--- src/rtl/ras_circ.sv ---
// Circular return-address stack: DEPTH entries, wrapping top pointer, saturating count.
// Optional checkpoint/restore of {tp, count, entry[tp]} when RAS_CIRC_CKPT_EN is defined.
module ras_circ #(
    parameter int unsigned XLEN  = 32,
    parameter int unsigned DEPTH = 2
) (
    input  logic                       clk_i,
    input  logic                       rst_ni,
    input  logic                       flush_i,
    input  logic                       push_i,
    input  logic                       pop_i,
`ifdef RAS_CIRC_CKPT_EN
    input  logic                       ckpt_i,
    input  logic                       restore_i,
`endif
    input  logic [XLEN-1:0]            data_i,
    output logic [XLEN-1:0]            data_o,
    output logic                       valid_o,
    output logic [$clog2(DEPTH+1)-1:0] count_o
);

    localparam int unsigned PW = (DEPTH > 1) ? $clog2(DEPTH) : 1;
    localparam int unsigned CW = $clog2(DEPTH + 1);

    if (DEPTH < 2 || (DEPTH & (DEPTH - 1)) != 0) begin : g_bad_depth
        $error("ras_circ: DEPTH must be a power of two and at least 2");
    end

    // push_i/pop_i are single-cycle requests that are always accepted; there is no backpressure.
    logic [XLEN-1:0] mem_q [DEPTH];
    logic [XLEN-1:0] mem_d [DEPTH];
    logic [PW-1:0]   tp_q, tp_d, tp_inc, tp_dec;
    logic [CW-1:0]   count_q, count_d;

`ifdef RAS_CIRC_CKPT_EN
    logic [PW-1:0]   snap_tp_q, snap_tp_d;
    logic [CW-1:0]   snap_count_q, snap_count_d;
    logic [XLEN-1:0] snap_addr_q, snap_addr_d;
`endif

    assign tp_inc = tp_q + PW'(1);
    assign tp_dec = tp_q - PW'(1);

    always_comb begin
        tp_d    = tp_q;
        count_d = count_q;
        mem_d   = mem_q;
        if (flush_i) begin
            tp_d    = '0;
            count_d = '0;
`ifdef RAS_CIRC_CKPT_EN
        end else if (restore_i) begin
            tp_d             = snap_tp_q;
            count_d          = snap_count_q;
            mem_d[snap_tp_q] = snap_addr_q;
`endif
        end else if (push_i && pop_i) begin
            mem_d[tp_q] = data_i;
            if (count_q == '0) begin
                count_d = CW'(1);
            end
        end else if (push_i) begin
            // When full, tp+1 lands on the oldest slot, so overflow overwrites it.
            tp_d          = tp_inc;
            mem_d[tp_inc] = data_i;
            if (count_q != CW'(DEPTH)) begin
                count_d = count_q + CW'(1);
            end
        end else if (pop_i && count_q != '0) begin
            tp_d    = tp_dec;
            count_d = count_q - CW'(1);
        end
    end

`ifdef RAS_CIRC_CKPT_EN
    // A restore leaves the snapshot alone, which is exactly the state being restored.
    always_comb begin
        snap_tp_d    = snap_tp_q;
        snap_count_d = snap_count_q;
        snap_addr_d  = snap_addr_q;
        if (ckpt_i && !restore_i) begin
            snap_tp_d    = tp_q;
            snap_count_d = count_q;
            snap_addr_d  = mem_q[tp_q];
        end
    end

    always_ff @(posedge clk_i or negedge rst_ni) begin
        if (!rst_ni) begin
            snap_tp_q    <= '0;
            snap_count_q <= '0;
            snap_addr_q  <= '0;
        end else begin
            snap_tp_q    <= snap_tp_d;
            snap_count_q <= snap_count_d;
            snap_addr_q  <= snap_addr_d;
        end
    end
`endif

    always_ff @(posedge clk_i or negedge rst_ni) begin
        if (!rst_ni) begin
            tp_q    <= '0;
            count_q <= '0;
            for (int i = 0; i < int'(DEPTH); i++) begin
                mem_q[i] <= '0;
            end
        end else begin
            tp_q    <= tp_d;
            count_q <= count_d;
            mem_q   <= mem_d;
        end
    end

    assign data_o  = mem_q[tp_q];
    assign valid_o = (count_q != '0);
    assign count_o = count_q;

endmodule

--- config.mk ---
export PLATFORM = sky130hd
export DESIGN_NAME = ras_circ
export DESIGN_NICKNAME = d
export VERILOG_FILES = /design/src/rtl/ras_circ.sv
export SDC_FILE = /design/constraint.sdc
export NUM_CORES = 1
export LEC_CHECK = 0
export CORE_MARGIN = 10
export CORE_UTILIZATION = 38
export DETAILED_ROUTE_END_ITERATION = 12
export SLEW_MARGIN = 20
export SYNTH_ARGS = -nofsm -noshare
export SYNTH_HDL_FRONTEND = slang
export SYNTH_SLANG_ARGS = --single-unit
--- constraint.sdc ---
create_clock -name clk_i -period 2.55 [get_ports clk_i]
set_clock_uncertainty 0.2 [all_clocks]
set_input_delay 0.765 -clock clk_i [delete_from_list [all_inputs] [get_ports clk_i]]
set_output_delay 0.765 -clock clk_i [all_outputs]
set_load 0.01 [all_outputs]
======== Word-level counts from Yosys, hierarchy flattened ========
Cells that the tools add are included.
word-level totals
  output and inout bits ................... 35
  register bits ........................... 67
  word-level logic and storage cells ...... 52
  input bits .............................. 37
operators by class
  add/subtract/negate cells ............... 4
  multiplexer cells ....................... 21
  reductions and logical operators ........ 12
  equal/unequal tests ..................... 4
  bitwise operators ....................... 3
  $lt $le $gt $ge ......................... 4
operator list
  cell                                                      count
  2-to-1 mux 32 bit                                         5
  bitwise mux 64 bit                                        2
  2-to-1 mux 64 bit                                         2
  demux 32 bit (select 1 bit)                               2
  2-to-1 mux 2 bit                                          6
  greater-or-equal comparator 2 bit, second input constant  2
  logical AND 1 bit                                         4
  < comparator 2 x 1 -> 1 bit, second input constant        2
  2-to-1 mux 1 bit                                          4
  inequality test 2 bit, second input constant              2
  inequality test 4 x 2 -> 1 bit, second input constant     1
  inverter 1 -> 2 bit                                       2
  AND reduction 2 bit                                       2
  nonzero test 2 bit                                        2
  nonzero test 4 bit                                        1
  inequality test 3 x 2 -> 1 bit, second input constant     1
  AND reduction 3 bit                                       1
  nonzero test 3 bit                                        1
  adder 2 x 1 -> 2 bit, second input constant               1
  logical NOT 2 bit                                         1
  subtractor 2 x 1 -> 2 bit, second input constant          1
  adder 1 bit, second input constant                        1
  inverter 1 bit                                            1
  subtractor 1 bit, second input constant                   1

======== Longest topological paths before layout ========
Gate-level depths: netlist of the first run.
  word-level depth ........................ 9
  depth in mapped cells ................... 6
  depth with buffers taken out ............ 4

======== Worst setup path before layout of the first run ========
No wires, ideal clock.
  kind .................................... input -> register
  start ................................... in push_i
  end ..................................... reg mem_q[32] in the netlist's numbering
  data arrival time ....................... 1.768 ns
  buffers on the path ..................... 2
  library setup time ...................... 0.125 ns
  slack ................................... 0.457 ns
  stages .................................. 5
  required time ........................... 2.225 ns
  path through ............................ buf_4 > and2b_2 > nand2_1 > buf_4 > mux2_2
on the way
  longest elaborated chain between the ends .. 3
  elaborated cells on any way between the ends .. 4
  those cells by class .................... 1 x mux; 3 x reduce/logical
ends and longest elaborated chain
  element                        line  source
  start, declared                10    input logic push_i,
  logical AND 1 bit              57    end else if (push_i && pop_i) begin
  nonzero test 2 bit (no line)   --
  AND reduction 2 bit (no line)  --
  end signal, assigned           111   mem_q <= mem_d;
  end, declared                  30    logic [XLEN-1:0] mem_q [DEPTH];
Parallel ways exist; a longest one is shown, timed or not.
A chain may end at the register's enable or synchronous reset.

======== Worst setup path in the final report of the first run ========
  start ................................... reg tp_q
  end ..................................... out data_o[1]
on the way
  longest elaborated chain between the ends .. 4
ends and longest elaborated chain
  element                                               line  source
  start, declared                                       32    logic [PW-1:0] tp_q, tp_d, tp_inc, tp_dec;
  start signal, assigned                                109   tp_q <= tp_d;
  inverter 1 -> 2 bit (not written as such)             115   assign data_o = mem_q[tp_q];
  2-to-1 mux 32 bit (not written as such) (3 in a row)  115
  end, declared                                         17    output logic [XLEN-1:0] data_o,
No other way between the ends. The select of a mux whose other input is x is not followed.

==> run summary, run 1 <==
The fraction of layout instances using a drive strength above 1 was 0.5709; the total global routing overflow was 0. Ranked by total cell area, the synthesized netlist is headed by sky130_fd_sc_hd__dfrtp_1 53%, sky130_fd_sc_hd__mux2_2 24%, sky130_fd_sc_hd__mux2_4 14%. The maximum clock path buffer count came out at 2.

The core region is 8134 sq um. The die is 111.1 um wide. The final core utilization was 0.5288. The global-route wire length before repair is 10.96 mm, and the detailed placement HPWL is 4.534 mm. Prior to clock tree synthesis, the placed netlist has a worst setup slack of -0.9701 ps. Average routed wire per standard cell: 16.91 um. For the finished layout, the period the worst path requires is 2543 ps.

The sequential share of power is 0.396, and the antenna cell count is 0. The worst setup path is captured at a primary output. Total number of clock tree sinks: 67. Before antenna repair, the detailed router went through 2 iterations.

For the pin with the worst max-slew slack, the measured transition is 331.2 ps. The effective utilization at floorplan was 0.3879; the filler cell count in the final layout was 686. Depth of the CTS H-tree: 3. TritonCTS built the clock tree.

In this run the clock root is driven by a sky130_fd_sc_hd__clkbuf_8. The largest delay contributor family on the critical path was buffers and inverters. During synthesis, Yosys emitted a total of 0 warnings.

The site row count is 33, and the number of global-route vias before repair is 2119. Buffers inserted to repair hold after CTS numbered 0. The path type of the worst min-delay path was input pin to asynchronous set/reset pin. In this run the critical register-to-register path is captured at mem_q[47].

The number of enable flip-flop cells after synthesis is 0. For this run, the top clock speed supported by timing is 393.2 MHz. The worst-case IR drop observed on VDD is 394.8 uV. The number of antenna violations at the first check in global routing was 0. The area growth from synthesis to layout was 36.32%; the number of ports placed on the die boundary was 72. The portion of the post-synthesis area used by sequential elements is 0.5313. The number of distinct library cell variants in the gate-level netlist after synthesis is 22, and the number of maximum-capacitance constraint violations is 0. Of all nets on the critical path, the largest fanout is 5.

The run gives 0 as the count of final hold-check violations. The commonest cells after synthesis are 67 x sky130_fd_sc_hd__dfrtp_1, 67 x sky130_fd_sc_hd__mux2_2, 30 x sky130_fd_sc_hd__mux2_4. Excluding fillers, the count of instances in the completed layout stands at 394. The tools report the net count after synthesis as 235. The setup slack of the critical path after layout is 6.551 ps. Traced cell by cell, the critical path runs through buf_6, clkbuf_16, buf_6, mux2_4, buf_6.

STA classifies the critical path startpoint as a flop. The run gives 0.002860 W as the design internal power. The slowest stage of the critical path belongs to the cell sky130_fd_sc_hd__dfrtp_2. The floorplan step set the die height to 111.1 um. The switching power as a share of total power is 0.2448.

The tools report the number of nets in the final layout as 321. The final period utilization was 0.9974. The run gives 198 as the cell count after synthesis. The congestion estimate from routability-driven global placement came to 0.7071.

The top flip-flop cell by instance count after synthesis is sky130_fd_sc_hd__dfrtp_1. The slack of the worst reg-to-reg path came out at 680 ps. The tools report the clock network fraction of total power as 0.314.

The tools report the leakage power as 1.980 nW. The number of violations reported at the end of detailed-routing iteration 0 was 57. The overall track demand over capacity in global routing was 0.1083. The critical path contains buffers and inverters numbering 4 combined. The count of final max-slew check failures is 0. Depth of the worst register-to-register path: 6.

The number of synthesized register bits was 67; the number of placed instances with taps included was 372. Power spread over the standard cell area amounts to 880.4 nW/um^2. The clock edge transition at the registers on the reported setup and hold paths was 70 ps. For the post-route antenna net violation count, the log shows 0. The startpoint of the lowest-slack register-to-register path was tp_q. The top cell type's share of synthesized area is 0.5313, and the data required time of the worst path is 1590 ps.

The share of async-settable or async-resettable flops after synthesis is 1.000. By startpoint and endpoint, the worst setup path is classified as flop to primary output. Across all layers, the routed design uses 1859 vias.

The run finished with clean final reports. Entering global routing, the biggest net connects 68 pins. For the floorplan die area, the log shows 12350 sq um. For this run, design rule violations remaining after detail routing come to 0. For the worst setup path, the data arrival time is 1580 ps. The run gives 9 as the total CTS buffers. The most numerous cell type found on the critical path is sky130_fd_sc_hd__buf_6. Setup violations remaining at the end of the flow were counted as 0. The net switching power figure is 0.0009271 W.

In this run the cell area of the synthesized design comes to 3156 sq um. For this block, the routed nets add up to 6.661 mm of wire. The cell type with the highest aggregate area in the netlist was sky130_fd_sc_hd__dfrtp_1. The maximum single-stage delay on the critical path is 430 ps, and the part of the power in combinational logic is 0.291. The later pin in the worst-skew pair is clocked with a latency of 330 ps.

Setup repair after global routing could not meet its margin everywhere. The number of port buffers is 71, and the post-detailed-route via-to-cell ratio is 4.718. Average size of a mapped cell: 15.94 sq um. The tools report the tightest slew margin relative to the limit as 0.7735.
[state kept, by name, summed over array words and instances, names as in the netlist]
name	cells
mem_q	64
count_o	2
tp_q	1
[cell families after synthesis]
logic type | after synthesis | synth area share
compound gates | 6 | 0.01229
flops | 67 | 0.5313
mux | 97 | 0.3818
simple gates | 13 | 0.02537
xor+xnor | 1 | 0.005156
buf+inv | 14 | 0.04401
[layer usage]
layer	routed length, um	vias to the layer above	track usage	part of all wire
li1	-	877	-	-
met1	3099	932	0.1292	0.47
met2	3179	46	0.1702	0.48
met3	337	4	0.05249	0.051
met4	45	0	0.02828	0.0068
met5	0	-	0	0
[power groups by stage]
stage / registers, W / logic [W] / clock network (W)
finish: 0.00150 / 0.00110 / 0.00119
CTS: 0.00150 / 0.00110 / 0.00122
global placement: 0.00150 / 0.00120 / 0
detailed placement: 0.00151 / 0.00121 / 0
global route: 0.00154 / 0.00120 / 0.00127
floorplan: 0.00146 / 0.000702 / 0
[cell type report]
type | instances | area, sq um | share of cell area
clock buffers | 12 | 155.1 | 0.03607
well taps | 105 | 131.4 | 0.03054
flip-flops and latches | 67 | 1679 | 0.3903
repair buffers | 88 | 864.6 | 0.2010
multi-input cells | 117 | 1348 | 0.3133
clock inverters | 4 | 120.1 | 0.02792
inverters | 1 | 3.754 | 0.0008726
[cells in the final DEF (no fill, tap or decap), drive strengths merged]
cell type and n:
mux2 97, dfrtp 67, clkdlybuf4s50 38, clkbuf 38
buf 22, nor2 4, bufinv 4, nand2 2
nor2b 2, a21oi 2, clkdlybuf4s15 2, and2b 2
inv 1, nand3 1, a32oi 1, a31oi 1
xor2 1, nand2b 1, o21ai 1, and4b 1
a2111oi 1
[per-stage QoR]
stage	hold slack [ps]	total power [W]	area, sq um	setup TNS [ps]
floorplan	269.4	0.002165	3156	0
global placement	283.0	0.002701	4028	0
detailed placement	289.6	0.002724	4028	-0.9701
CTS	244.6	0.003812	4272	-57.09
global route	248.7	0.004008	4302	-333.9
finish	240.6	0.003787	4302	0
[worst max-delay path by stage]
stage / from / to / slack (ps) / depth (start not counted)
6_report: tp_q / data_o[1] / 7 / 5
5_1_grt: tp_q / data_o[19] / -40 / 5
4_1_cts: tp_q / data_o[4] / -60 / 4
3_5_place_dp: flush_i / mem_q[47] / -1 / 5
3_3_place_gp: flush_i / mem_q[45] / 10 / 5
2_1_floorplan: push_i / mem_q[32] / 460 / 5
[repair_timing]
item | CTS | global route
gates resized for setup | 53 | 59
buffers inserted | 2 | 3
gates cloned | 0 | 2
setup endpoints to repair | 32 | 31
endpoints found under the hold margin | 0 | 0
Power figures use the tool's default switching activity.
==> run 2, diff against run 1 <==
- TNS_END_PERCENT: not set -> 1
==> run 2 against run 1 <==
  * Via count decreased by 1.2%
  * Largest power group unchanged
  * Final cell count shrank 0.51%
  * Global-route usage down 0.067 points
  * Non-clock buffer count fell by 2
  * Sequential cell count unchanged
  * Cell area decreased by 1.4%
  * Hold slack better by 3.8 ps
  * First-iteration DRC count fell by 12%
  * Largest cell class unchanged
  * Combinational power fell by 4%
  * Fmax is 1.7% higher
  * Worst setup slack improved by 42 ps
  * Clock-buffer cell count stayed put
  * Critical endpoint is now data_o[19]
==> run summary, run 2 (synthesized netlist as in run 1, its figures left out) <==
The power density of the placed cells is 881.2 nW/um^2 (was 880.4 nW/um^2), and the number of port buffers is 71 (unchanged). The tools report the number of non-filler instances in the completed layout as 392 (was 394). The leakage power was 1.952 nW (was 1.980 nW).

The antenna cell count came out at 0 (unchanged). Global-route wire length before repair: 10.90 mm (was 10.96 mm). The final core utilization was 0.5213 (was 0.5288). The run gives 244.4 ps (was 240.6 ps) as the worst hold-check slack.

For the post-placement setup slack, the log shows -0.9701 ps (unchanged). The overall track demand over capacity in global routing was 0.1076 (was 0.1083). The site row count is 33 (unchanged). The final critical delay including setup and external delays works out to 2501 ps (was 2543 ps).

The routed wire length is 6.572 mm (was 6.661 mm), and the number of antenna violations at the first check in global routing is 0 (unchanged). The DRC violation count after routing was 0 (unchanged); the depth of the worst register-to-register path was 6 (unchanged). The maximum VDD drop was 394.9 uV (was 394.8 uV).

Startpoint type of the worst setup path: a flop (unchanged). Flip-flop count of the largest register, all copies and words added: 64 (unchanged). The clock latency of the later-clocked register in the worst-skew pair came out at 320 ps (was 330 ps). For the tightest slew margin relative to the limit, the log shows 0.7735 (unchanged).

The storage element area is 1679 sq um (unchanged), and the post-detailed-route via-to-cell ratio is 4.684 (was 4.718). The run gives 4240 sq um (was 4302 sq um) as the post-route cell area. The logs give 1836 (was 1859) for the detailed-route via count and 0 (unchanged) for the post-route antenna net violation count. For the number of ports placed on the die boundary, the log shows 72 (unchanged). The depth of the CTS H-tree was 3 (unchanged). For the effective utilization at floorplan, the log shows 0.3879 (unchanged). The detailed-router iteration count before antenna repair came out at 2 (unchanged). The register containing the most flip-flops in the final layout is mem_q (unchanged). The number of placed instances with taps included is 372 (unchanged). The total CTS buffers came out at 9 (unchanged). The run gives 2 (unchanged) as the maximum clock path buffer count.

Commonest cells after routing, fill and taps aside: 67 x sky130_fd_sc_hd__mux2_2, 65 x sky130_fd_sc_hd__dfrtp_1, 38 x sky130_fd_sc_hd__clkdlybuf4s50_1 (was 65 x sky130_fd_sc_hd__mux2_2, 65 x sky130_fd_sc_hd__dfrtp_1, 38 x sky130_fd_sc_hd__clkdlybuf4s50_1). The count of final hold-check violations came out at 0 (unchanged). The die boundary height works out to 111.1 um (unchanged). Path type of the worst min-delay path: input pin to asynchronous set/reset pin (unchanged). The average routed wire per standard cell is 16.77 um (was 16.91 um), and the number of maximum-capacitance constraint violations is 0 (unchanged). The count of final setup violators is 0 (unchanged), and the clock edge transition at the registers on the reported setup and hold paths is 70 ps (about the same). The kind of end point of the critical path is a primary output (unchanged). The final period utilization was 0.9808 (was 0.9974).

The run gives 1540 ps (was 1580 ps) as the data arrival time of the critical path. Fraction of layout instances using a drive strength above 1: 0.5679 (was 0.5709). The category of the critical setup timing path was flop to primary output (unchanged). The number of global-route vias before repair was 2111 (was 2119). The total of hold buffers inserted after clock tree synthesis is 0 (unchanged), and the count of final max-slew check failures is 0 (unchanged). The detailed placement HPWL was 4.534 mm (unchanged); the total number of clock tree sinks was 67 (unchanged). For the filler cell count in the final layout, the log shows 691 (was 686). Setup repair after global routing could not meet its margin everywhere. The total global routing overflow came out at 0 (unchanged).

Endpoint of the most critical register-to-register path: mem_q[47] (unchanged). TritonCTS built the clock tree. The post-place instance area is 4028 sq um (unchanged), and the floorplan die width is 111.1 um (unchanged). The startpoint of the lowest-slack register-to-register path is tp_q (unchanged).

The tools report the last weighted congestion value of the routability-driven placer as 0.7071 (unchanged). The library cell used most frequently in the layout, excluding fill and tap cells, is sky130_fd_sc_hd__mux2_2. For the data required time of the worst path, the log shows 1590 ps (about the same). Fmax: 399.8 MHz (was 393.2 MHz). The flow ran to the end, and the final reports show no timing, DRC or antenna violations. The measured slew at the worst slew-check pin came out at 331.2 ps (unchanged). The peak fanout along the critical path is 5 (unchanged), and the slack of the worst reg-to-reg path is 680 ps (about the same). The combined area of the multi-input logic cells came out at 1340 sq um (was 1348 sq um). The setup slack of the critical path after layout was 49.04 ps (was 6.551 ps); the number of violations reported at the end of detailed-routing iteration 0 was 50 (was 57).

Area growth from synthesis to layout: 34.38% (was 36.32%). The tools report the CTS root buffer as sky130_fd_sc_hd__clkbuf_8 (unchanged). The run gives 12350 sq um (unchanged) as the floorplan die area. The placeable core region is 8134 sq um (unchanged), and the number of nets in the final layout is 319 (was 321). The maximum number of pins on one net before global-route repair came out at 68 (unchanged).
## run 2: final cells by class
cell class	count	area share
multi-input cells	117	0.3160
well taps	105	0.03098
inverters	1	0.0008852
flip-flops and latches	67	0.3960
clock inverters	4	0.02833
clock buffers	12	0.03659
repair buffers	86	0.1912
## run 2: power by group
part	internal, W	total (W)	switching [W]
logic	0.000671	0.00106	0.000390
registers	0.00135	0.00150	0.000145
clock network	0.000803	0.00118	0.000376
## run 2: worst max-delay path: stages (launching register included)
cell	delay, ps
sky130_fd_sc_hd__dfrtp_2	430
sky130_fd_sc_hd__buf_12	140
sky130_fd_sc_hd__clkbuf_16	150
sky130_fd_sc_hd__mux2_2	260
sky130_fd_sc_hd__clkdlybuf4s15_1	230
## run 2: per-stage QoR
stage               power (W)  setup TNS [ps]
finish               0.003737               0
global route         0.003963          -12.98
CTS                  0.003820         -0.2648
detailed placement   0.002724         -0.9701
global placement     0.002701               0
floorplan            0.002165               0
## run 2: per-layer routing
metal	vias up	GRT usage	part of all wire	wire [um]
met5	-	0	0	0
met1	918	0.1275	0.46	3024
met4	0	0.02828	0.0046	30
met2	46	0.1694	0.48	3181
met3	2	0.05303	0.051	334
li1	870	-	-	-
## run 2: worst max-delay path by stage
stage / slack, ps / startpoint / cells after the start / to
after detailed placement: -1 / flush_i / 5 / mem_q[47]
after global routing: -7 / tp_q / 4 / data_o[19]
final: 50 / tp_q / 4 / data_o[19]
after floorplan: 460 / push_i / 5 / mem_q[32]
after global placement: 10 / flush_i / 5 / mem_q[45]
after CTS: -0.3 / tp_q / 3 / data_o[8]
## run 2: repair_timing
action / 4_1_cts / 5_1_grt
setup endpoints to repair: 32 / 30
gates resized for setup: 43 / 55
setup buffers: 0 / 2
cloned: 0 / 2
